`config.mk`:
```
export PLATFORM = sky130hd
export DESIGN_NAME = grid_line_clear_ctrl
export DESIGN_NICKNAME = d
export VERILOG_FILES = /design/src/rtl/grid_line_clear_ctrl.sv
export SDC_FILE = /design/constraint.sdc
export NUM_CORES = 1
export LEC_CHECK = 0
export CORE_MARGIN = 1
export CORE_UTILIZATION = 51
export CTS_CLUSTER_DIAMETER = 60
export DETAILED_ROUTE_END_ITERATION = 10
export GPL_TIMING_DRIVEN = 0
export PLACE_DENSITY = 0.95
export SYNTH_ARGS = -nofsm -noshare
export SYNTH_HDL_FRONTEND = slang
export SYNTH_SLANG_ARGS = --single-unit
```
`constraint.sdc`:
```
create_clock -name clk -period 6.5 [get_ports clk]
set_input_delay 1.625 -clock clk [delete_from_list [all_inputs] [get_ports clk]]
set_output_delay 1.625 -clock clk [all_outputs]
set_load 0.02 [all_outputs]
```
`src/rtl/grid_line_clear_ctrl.sv`:
```
// Tetris line-clear sequencer: scans the row store bottom-up, drops full rows,
// compacts the remainder downward, zero-fills the vacated top rows and reports the count.
module grid_line_clear_ctrl #(
  parameter int ROWS   = 16,
  parameter int COLS   = 16,
  parameter int ROW_AW = 4
) (
  input  logic              clk,
  input  logic              reset,
  input  logic              start,
  output logic              busy,
  output logic              done,
  output logic [ROW_AW:0]   lines_cleared,
  output logic [ROW_AW-1:0] row_rd_addr,
  input  logic [COLS-1:0]   row_rd_data,
  output logic              row_wr_en,
  output logic [ROW_AW-1:0] row_wr_addr,
  output logic [COLS-1:0]   row_wr_data
);

  typedef enum logic [1:0] {
    S_IDLE,
    S_SCAN,
    S_FILL,
    S_DONE
  } state_e;

  localparam logic [ROW_AW:0] LAST_ROW = (ROW_AW+1)'(ROWS - 1);

  state_e          state_q, state_d;
  logic [ROW_AW:0] rd_q, rd_d;
  logic [ROW_AW:0] wr_q, wr_d;
  logic [ROW_AW:0] cnt_q, cnt_d;
  logic [ROW_AW:0] lines_q, lines_d;
  logic            busy_q, busy_d;
  logic            done_q, done_d;
  logic            full;

  assign full        = &row_rd_data;
  assign row_rd_addr = rd_q[ROW_AW-1:0];

  always_comb begin
    // NOTE: every signal gets a default before the case so no path leaves it
    // unassigned; otherwise synthesis infers latches.
    state_d     = state_q;
    rd_d        = rd_q;
    wr_d        = wr_q;
    cnt_d       = cnt_q;
    lines_d     = lines_q;
    busy_d      = busy_q;
    done_d      = 1'b0;
    row_wr_en   = 1'b0;
    row_wr_addr = '0;
    row_wr_data = '0;

    unique case (state_q)
      S_IDLE: begin
        if (start) begin
          rd_d    = LAST_ROW;
          wr_d    = LAST_ROW;
          cnt_d   = '0;
          lines_d = '0;
          busy_d  = 1'b1;
          state_d = S_SCAN;
        end
      end

      S_SCAN: begin
        if (full) begin
          cnt_d = cnt_q + 1'b1;
        end else begin
          // A row already sitting at its destination needs no rewrite.
          if (rd_q != wr_q) begin
            row_wr_en   = 1'b1;
            row_wr_addr = wr_q[ROW_AW-1:0];
            row_wr_data = row_rd_data;
          end
          wr_d = wr_q - 1'b1;
        end
        rd_d = rd_q - 1'b1;
        if (rd_q == '0) begin
          if (cnt_d == '0) begin
            state_d = S_DONE;
            done_d  = 1'b1;
            lines_d = cnt_d;
          end else begin
            state_d = S_FILL;
          end
        end
      end

      S_FILL: begin
        row_wr_en   = 1'b1;
        row_wr_addr = wr_q[ROW_AW-1:0];
        wr_d        = wr_q - 1'b1;
        if (wr_q == '0) begin
          state_d = S_DONE;
          done_d  = 1'b1;
          lines_d = cnt_q;
        end
      end

      S_DONE: begin
        busy_d  = 1'b0;
        state_d = S_IDLE;
      end

      default: state_d = S_IDLE;
    endcase
  end

  // NOTE: state registers use non-blocking assignments so every flop samples
  // the pre-edge values regardless of statement order.
  always_ff @(posedge clk or negedge reset) begin
    if (!reset) begin
      state_q <= S_IDLE;
      rd_q    <= '0;
      wr_q    <= '0;
      cnt_q   <= '0;
      lines_q <= '0;
      busy_q  <= 1'b0;
      done_q  <= 1'b0;
    end else begin
      state_q <= state_d;
      rd_q    <= rd_d;
      wr_q    <= wr_d;
      cnt_q   <= cnt_d;
      lines_q <= lines_d;
      busy_q  <= busy_d;
      done_q  <= done_d;
    end
  end

  assign busy          = busy_q;
  assign done          = done_q;
  assign lines_cleared = lines_q;

endmodule

```
==> key figures <==
Floorplanning
  – Die height: about 61 µm
  – Die Wd: about 61 µm
  – IO Pins: 51
  – Core region area: between 3000 and 4000 µm²
  – Die area: approximately 3700 µm²
  – Initial Util: 0.5563
  – Row count: 20

Logic synthesis
  – Ys async rst share: 1.000
  – Top_reg_cell synth: dfrtp_1
  – Post-synth EDFFs: 0
  – Synth cell types: 43
  – Synth warn: 0
  – Mapped Nets: 234
  – Netlist Area Pre-Place: ~1800 µm²
  – Register area share after synthesis: 0.3424
  – Cells after Synth: 206
  – #FFs+latches synth: 24
  – Syn_area_per_cell: 8.515 µm²

Placed design
  – Port bufs: 50
  – HPWL Detailed: about 3400 µm
  – Gpl congestion: 0.8907
  – Placed Instances: 300

CTS
  – Clock latency on the worst-skew pair: 0.33 ns
  – Worst-path clk slew: 0.14 ns
  – TritonCTS Buffers: 3
  – H-tree levels: 1
  – Post-cts resize count: 0
  – Post-cts hold buffer count: 0
  – Root Buffer: clkbuf_4
  – CTS sink cnt: 24
  – CTS tree: built
  – CTS Buffer Depth: 2
  – Setup Fix Bufs, Post-CTS: 0

Critical path
  – End of the worst register-to-register path: wr_q[3]$_DFFE_PN0P_
  – Startpoint type of the worst setup path: primary input
  – Slowest stage delay, CP: around 0.59 ns
  – Worst setup path endpoint: row_wr_en
  – Crit path depth: 7
  – WP data required: ~5 ns
  – CP dominant cell by count: clkdlybuf4s50_1
  – R2r setup slk: between 4 and 5 ns
  – WP buf/inv: 3
  – Worst Path Max Fanout: 8
  – Worst EP arrival: ~4.3 ns
  – Crit-path leading delay family: buffers and inverters
  – CP max-delay cell: nor4_2
  – Worst R2R Start: state_q[0]$_DFFE_PN0P_
  – Cell depth of the worst flop-to-flop path: 7
  – Worst path cell trace: clkdlybuf4s50_1 > nand4_1 > nor4_2 > a311oi_1 > o21ai_0 > inv_1 > clkdlybuf4s50_1
  – Critical setup path kind: primary input to output port
  – Crit end category: output port
  – Critical Path Source: row_rd_data[2]

STA
  – Actual slew at the worst max-slew pin: about 1.1 ns
  – Fin crit period: 5.878 ns
  – Final Hold Fails: 0
  – Fmax: ~0.17 GHz
  – Slew Limit Fails: 0
  – Worst hold margin: 0.5378 ns
  – Slew headroom: 0.2693
  – # setup viols final: 0
  – Setup TNS: 0 ns
  – Worst Skew: 0.001907 ns
  – RSZ-0062 raised after global routing: false
  – Final period utilization: 0.9044

Pwr
  – Total power: between 0.001 and 0.0015 W
  – Max IR drop VDD: between 300 and 400 µV
  – Power per cell area: about 430 nW/µm²
  – LEAKAGE: a little over 1 nW

Global route
  – Vias in the first global route: 1634
  – Largest net degree at the start of global routing: 25
  – All-Layer GR Usage: 0.2699
  – Gr ovfl total: 0
  – Initial antenna violation count: 0
  – Global-route wire length before repair: 7424 µm

Finish
  – Final cell count without fillers: between 300 and 400
  – Synthesis-to-layout area growth: 33.74%
  – Sequential Area: 600.6 µm²
  – Share of post-route cells with drive strength above 1: 0.06154
  – Multi-input gate area: about 1000 µm²
  – Final design utilization: 0.7440
  – # nets final: 289
  – Fill cell count: 247
  – Antenna fix cells: 0

Detailed routing
  – DRC: 0
  – Drt first pass iters: 7
  – WL/cell: 14.50 µm
  – Antenna Violating Nets Remaining: 0
  – Total Wirelength: 4407 µm
  – Via density per instance: roughly 5.8
  – Via count: 1777
  – Drt initial violations: 172

Worst hold path
  – Hold crit path type: register to register

Job
  – Max Cap Viol: 0

Status
  – Outcome: complete, no violations
==> placed cells by master (no fill, tap or decap), types with 2 or more instances in the layout <==
cell type / instances
xnor2_1: 2
clkbuf_4: 3
xor2_1: 3
nand3_1: 6
o21ai_0: 16
and2_1: 18
and3_1: 5
nand2_1: 12
buf_4: 4
nor2_1: 15
o22ai_1: 2
nor4_1: 2
a31oi_1: 11
mux2i_1: 3
clkbuf_1: 6
nand2b_1: 4
nand4_1: 4
nor3_1: 9
mux2_4: 4
dfrtp_1: 24
ha_1: 9
a21oi_1: 10
inv_1: 16
clkdlybuf4s50_1: 50
==> power breakdown <==
part	leakage, nW	switching, W	internal [W]
Clock	0.0210	0.0000497	0.0000343
Combinational	0.697	0.000410	0.000297
Sequential	0.295	0.0000349	0.000180
Total	1.01	0.000494	0.000511
==> kinds of logic (layout without fill, tap and decap cells) <==
logic type               after synthesis  after routing  share of synthesized area
AO/OA/AOI/OAI                         51             51                     0.1955
XOR/XNOR                               5              5                    0.02497
adder cells (fa/ha/maj)                9              9                    0.06420
buffers and inverters                 28             82                    0.06918
flip-flops                            24             24                     0.3424
multiplexers                           7              7                    0.05136
AND/OR/NAND/NOR                       82             82                     0.2525
==> sequential cells by signal, summed over array words and instances, names as in the netlist <==
register / count
cnt_q: 5
wr_q: 5
state_q: 2
rd_q: 5
busy: 1
lines_cleared: 5
done: 1
==> stage by stage <==
| step | instance area [µm²] | setup slack, ns |
|---|---|---|
| floorplan | 1754 | 1.992 |
| finish | 2346 | 0.6215 |
| global route | 2346 | 0.3689 |
| CTS | 2346 | 0.6017 |
| global placement | 2310 | 0.7078 |
| detailed placement | 2310 | 0.6107 |
==> area by class of cell <==
type	count	share of cell area
Buffer	11	0.02453
Clock buffer	4	0.01547
Inverter	17	0.02720
Multi-Input combinational cell	154	0.4400
Sequential cell	24	0.2560
Tap cell	44	0.02347
Timing Repair Buffer	50	0.2133
==> layer usage <==
layer  track usage  routed length, µm  share of wire  vias up
li1              -                  -              -      837
met1        0.3581               1852           0.42      822
met2        0.4301               2103           0.48      109
met3       0.05757                379          0.086        9
met4        0.1071                 71          0.016        0
met5             0                  0              0        -
==> worst min-delay path by stage <==
stage | from | end | slack, ns | cells after the start
after detailed placement | lines_cleared[0]$_DFFE_PN0P_ | lines_cleared[0]$_DFFE_PN0P_ | 0.51 | 1
after global placement | lines_cleared[0]$_DFFE_PN0P_ | lines_cleared[0]$_DFFE_PN0P_ | 0.50 | 1
final | lines_cleared[0]$_DFFE_PN0P_ | lines_cleared[0]$_DFFE_PN0P_ | 0.54 | 1
after CTS | lines_cleared[0]$_DFFE_PN0P_ | lines_cleared[0]$_DFFE_PN0P_ | 0.54 | 1
after global routing | lines_cleared[0]$_DFFE_PN0P_ | lines_cleared[0]$_DFFE_PN0P_ | 0.55 | 1
after floorplan | wr_q[0]$_DFFE_PN0P_ | wr_q[0]$_DFFE_PN0P_ | 0.50 | 1
==> Yosys cell counts, types with 2 or more instances <==
cell	number	area share
nor2_1	15	0.032
ha_1	9	0.064
clkbuf_1	6	0.013
mux2i_1	3	0.017
and2_1	18	0.064
nor3_1	9	0.026
buf_4	4	0.017
dfrtp_1	24	0.34
nand2b_1	4	0.014
a21oi_1	10	0.029
o21ai_0	16	0.046
nand4_1	4	0.014
xor2_1	3	0.015
nand3_1	6	0.017
and3_1	5	0.018
mux2_4	4	0.034
nor4_1	2	0.0071
inv_1	16	0.034
xnor2_1	2	0.010
nand2_1	12	0.026
a31oi_1	11	0.039
o22ai_1	2	0.0071
Power figures use the tool's default switching activity.
